### src/rtl/spi_flash_ctrl.sv
// IO-mapped SPI flash controller: mode-0 byte engine with a bit-bang pass-through path.
// The CPU owns the pins through PIOS until it sets "own", then the engine drives them.
module spi_flash_ctrl #(
    parameter int unsigned CLK_DIV   = 2,
    parameter logic [15:0] ADDR_DATA = 16'h0040,
    parameter logic [15:0] ADDR_CTRL = 16'h0041
) (
    input  logic        clk,
    input  logic        reset,
    input  logic        io_wr,
    input  logic        io_rd,
    input  logic [15:0] mem_addr,
    input  logic [15:0] dout,
    output logic [15:0] io_din,
    input  logic        pio_sck,
    input  logic        pio_si,
    input  logic        pio_ssb,
    output logic        spi_clk,
    output logic        spi_si,
    output logic        spi_ssb,
    input  logic        spi_so,
    output logic        busy
);

    localparam logic [7:0] DivReload = 8'(CLK_DIV - 1);

    typedef enum logic [1:0] {
        StIdle,
        StLow,
        StHigh
    } state_e;

    state_e      state_q;
    logic        own_q;
    logic        cs_q;
    logic        ovr_q;
    logic        sck_q;
    logic        si_q;
    logic [7:0]  rx_q;
    logic [7:0]  tx_q;
    logic [2:0]  bit_cnt_q;
    logic [7:0]  cnt_q;

    logic        wr_data;
    logic        wr_ctrl;
    logic        unused_bits;

    assign wr_data = io_wr && (mem_addr == ADDR_DATA);
    assign wr_ctrl = io_wr && (mem_addr == ADDR_CTRL);

    // Reads are side-effect free, so the strobe and the unassigned ctrl bits are don't-cares.
    assign unused_bits = ^{io_rd, dout[14:8]};

    assign busy = (state_q != StIdle);

    always_comb begin
        if (own_q) begin
            spi_clk = sck_q;
            spi_si  = si_q;
            spi_ssb = ~cs_q;
        end else begin
            spi_clk = pio_sck;
            spi_si  = pio_si;
            spi_ssb = pio_ssb;
        end
    end

    always_comb begin
        io_din = 16'd0;
        if (mem_addr == ADDR_DATA) begin
            io_din = {8'd0, rx_q};
        end else if (mem_addr == ADDR_CTRL) begin
            io_din = {12'd0, ovr_q, busy, cs_q, own_q};
        end
    end

    always_ff @(posedge clk) begin
        if (reset) begin
            state_q   <= StIdle;
            own_q     <= 1'b0;
            cs_q      <= 1'b0;
            ovr_q     <= 1'b0;
            sck_q     <= 1'b0;
            si_q      <= 1'b0;
            rx_q      <= 8'h00;
            tx_q      <= 8'h00;
            bit_cnt_q <= 3'd0;
            cnt_q     <= 8'd0;
        end else begin
            // Overrun set has priority over the software clear.
            if (wr_data && (state_q != StIdle)) begin
                ovr_q <= 1'b1;
            end else if (wr_ctrl && dout[15]) begin
                ovr_q <= 1'b0;
            end

            if (wr_ctrl) begin
                own_q <= dout[0];
                cs_q  <= dout[1];
            end

            if (wr_ctrl && !dout[0]) begin
                // Releasing the pins aborts; rx keeps whatever was shifted in so far.
                state_q <= StIdle;
                sck_q   <= 1'b0;
            end else begin
                case (state_q)
                    StIdle: begin
                        if (wr_data && own_q) begin
                            tx_q      <= dout[7:0];
                            si_q      <= dout[7];
                            bit_cnt_q <= 3'd0;
                            cnt_q     <= DivReload;
                            state_q   <= StLow;
                        end
                    end
                    StLow: begin
                        if (cnt_q == 8'd0) begin
                            sck_q   <= 1'b1;
                            rx_q    <= {rx_q[6:0], spi_so};
                            cnt_q   <= DivReload;
                            state_q <= StHigh;
                        end else begin
                            cnt_q <= cnt_q - 8'd1;
                        end
                    end
                    StHigh: begin
                        if (cnt_q == 8'd0) begin
                            sck_q <= 1'b0;
                            if (bit_cnt_q == 3'd7) begin
                                state_q <= StIdle;
                            end else begin
                                tx_q      <= {tx_q[6:0], 1'b0};
                                si_q      <= tx_q[6];
                                bit_cnt_q <= bit_cnt_q + 3'd1;
                                cnt_q     <= DivReload;
                                state_q   <= StLow;
                            end
                        end else begin
                            cnt_q <= cnt_q - 8'd1;
                        end
                    end
                    default: state_q <= StIdle;
                endcase
            end
        end
    end

endmodule

### config.mk
export PLATFORM = sky130hd
export DESIGN_NAME = spi_flash_ctrl
export DESIGN_NICKNAME = d
export VERILOG_FILES = /design/src/rtl/spi_flash_ctrl.sv
export SDC_FILE = /design/constraint.sdc
export NUM_CORES = 1
export LEC_CHECK = 0
export BUFFER_PORTS_ARGS = -buffer_cell sky130_fd_sc_hd__buf_4
export CAP_MARGIN = 20
export CORE_UTILIZATION = 47
export DETAILED_ROUTE_END_ITERATION = 16
export PLACE_DENSITY = 0.72
export RECOVER_POWER = 50
export SLEW_MARGIN = 20
export SYNTH_ARGS = -nofsm -noshare
export SYNTH_HDL_FRONTEND = slang
export SYNTH_SLANG_ARGS = --single-unit
### constraint.sdc
create_clock -name clk -period 3 [get_ports clk]
set_input_delay 0.6 -clock clk [delete_from_list [all_inputs] [get_ports clk]]
set_output_delay 0.6 -clock clk [all_outputs]
set_load 0.05 [all_outputs]
==> impl_metrics.toml <==
[clock_network]
clockRootBuffer = "clkbuf_8"
post_cts_buffers = 0
clkTransAtPathRegs_ps = 70
clockBufferDepth = 2
htreeDepth = 2
cts_resized = 0
cts_buffers = 5
clock-sinks = 33
clk_latency_ps = 280
hold_buffers = 0
cts_tree = "yes"

[pwr]
leakage_nw = 0.948
power_switching_share_pct = 24.7
p_int_w = 0.000637
ir_drop_v = 0.000229
clockPowerShare_pct = 37.7
pwr_density_cell_nw_per_um2 = 360
p_comb_share_pct = 10.5
power_frac_seq_pct = 51.8
p_switching_w = 0.000209

[worst_setup_path]
crit_family = "simple AND/OR/NAND/NOR gates"
cp_max_fo = 8
cp_cell_sequence = "clkbuf_4 > or4_4 > nor4_1 > mux2_4 > or3_1 > o41ai_1"
start_kind = "primary input"
slowest_stage = "nor4_1"
critPathRequiredTime_ps = 3170
critPathKind = "in -> reg"
worst_setup_path_end_kind = "flop"
worstPathArrival_ps = 3070
cp_num_buf_inv = 1
slowest_delay_ps = 570

[timing]
finalCritPeriodShare_pct = 96.7
max_clock_freq_mhz = 345
final-setup-viol-count = 0
final-max-slew-violation-count = 0
rsz0062_at_grt = "false"
worst_slew_pin_slew_ps = 1020
finalHoldViolations = 0
maxSlewHeadroom_pct = 31.8
finClkSkew_ps = 4.28
period_minus_slack_ps = 2900
holdWs_ps = 477
tns_ps = 0

[synth]
yosys_warnings = 0
synth-xor-area-share_pct = 0
synth_cell_types = 47
synth_top_area_share_pct = 32.2
synth_top_family_by_area = "simple AND/OR/NAND/NOR gates"
avgSynthCellArea_um2 = 9.24
synth_cells = 222
yosysSeqAreaShare_pct = 32.2
yosys.area_share.adder_pct = 5.49
yosys-top-cells-area = "dfxtp_1 32%, mux2i_1 11%, ha_1 5.5%, nor2_1 4.4%, a31o_1 4.3%"
yosys.area.top_type = "dfxtp_1"
ys_ff_latch = 33
synthMuxAreaShare_pct = 12.6
synth_edf_count = 0
synth-simple-area-share_pct = 24.8
synth_area_um2 = 2050
async_flop_share_pct = 0
synth_compound_area_share_pct = 15.2
synth_ff_type = "dfxtp_1"

[final_layout]
drive_gt1_share_pct = 23.7
area_growth_syn_to_layout_pct = 14.7
mostFrequentLayoutCell = "buf_4"
final_nets = 310
final_cell_mix = "41 x buf_4, 33 x dfxtp_1, 23 x nor2_1"
n_fill_cell = 391
diodes = 0

[detailed_routing]
vias = 1775
wl_met1_um = 2010
highest_layer = "met4"
first_iter_violations = 106
wl_met2_um = 2000
routed_wire_length_per_instance_um = 13.8
routed_wl_um = 4310
wl_met3_um = 212
via_per_inst = 5.69
drc_errors = 0
ant_nets = 0
dr.pass1.iters = 4

[die]
die_w_um = 68.1
start_util_pct = 50.2
die_h_um = 68.1
dieArea_um2 = 4630
io_pins = 60
rows = 23
core_area_um2 = 4090

[placement]
place.gp.congestion = 0.807
dpl.hpwl_um = 3080
port_buffers = 43

[global_route]
overflow = 0
grtUsageTotal_pct = 20.7
antenna_found_initial = 0
grt_pass1_wl_um = 7160
grt_max_degree = 29
grt_pass1_vias = 1614

[hold_path]
hp-class = "reg -> reg"

[run]
drv_cap = 0

[status]
outcome = "complete, no violations"
-- state kept, by name, indices dropped and copies added (netlist names) --
| name | flops |
|---|---|
| cs_q | 1 |
| si_q | 1 |
| bit_cnt_q | 3 |
| sck_q | 1 |
| tx_q | 7 |
| ovr_q | 1 |
| state_q | 2 |
| rx_q | 8 |
| cnt_q | 8 |
| own_q | 1 |
-- power by group through the flow --
stage          combinational (W)  clock (W)  sequential (W)
6_report               0.0000891   0.000319        0.000438
5_1_grt                0.0000965   0.000347        0.000438
4_1_cts                0.0000931   0.000328        0.000438
3_5_place_dp           0.0000928          0        0.000448
3_3_place_gp           0.0000922          0        0.000448
2_1_floorplan          0.0000655          0        0.000448
-- worst paths after layout --
check / cells past startpoint / to / startpoint / slack [ps]
setup / recovery: 6 / cnt_q[7]$_SDFFE_PP0P_ / mem_addr[13] / 100
hold / removal: 1 / tx_q[4]$_SDFFE_PP0P_ / tx_q[4]$_SDFFE_PP0P_ / 480
setup reg to reg: 5 / rx_q[1]$_SDFFE_PP0P_ / cnt_q[3]$_SDFFE_PP0P_ / 550
hold reg to reg: 1 / tx_q[4]$_SDFFE_PP0P_ / tx_q[4]$_SDFFE_PP0P_ / 480
-- cell families (layout without fill, tap and decap cells) --
family / count (synthesis) / count (layout)
mux: 25 / 25
other cells: 1 / 8
flops: 33 / 33
buf+inv: 28 / 61
fa+ha+maj: 9 / 9
compound gates: 41 / 41
simple gates: 85 / 85
-- cell type report --
| cell class | instances | area [um2] | share of cell area, % |
|---|---|---|---|
| clock buffers | 8 | 80.1 | 3.40 |
| inverters | 7 | 26.3 | 1.12 |
| multi-input cells | 168 | 1190 | 50.7 |
| flip-flops and latches | 33 | 661 | 28.1 |
| well taps | 50 | 62.6 | 2.66 |
| repair buffers | 46 | 330 | 14.0 |
-- metrics by stage --
stage,instances,utilization (%),worst slack [ps],total power (W),cell area [um2]
6_report,312,57.6,100,0.000846,2350
5_1_grt,312,57.6,22.8,0.000881,2350
4_1_cts,312,58.7,106,0.000859,2400
3_5_place_dp,304,56.8,22.4,0.000541,2320
3_3_place_gp,304,56.8,80.5,0.000540,2320
2_1_floorplan,229,-,118,0.000513,2080
-- layer usage --
metal	track usage (%)	up-vias
li1	-	876
met3	4.17	8
met2	33.2	50
met4	10.2	0
met5	0	-
met1	26.2	841
-- cell usage after synthesis (3+ instances only) --
cell and n:
nor4_1 12, o21ai_1 5, a21oi_1 9, ha_1 9, a31o_1 10, or4_4 4
nor2_1 24, buf_6 3, inv_1 7, buf_4 8, nand3_1 4, nand2b_1 4
clkbuf_1 4, buf_2 3, nand2_1 12, o311ai_1 5, dfxtp_1 33, nor2b_1 3
mux2i_1 22, and2_1 6
Note: power is estimated with default switching activity, not from simulation.
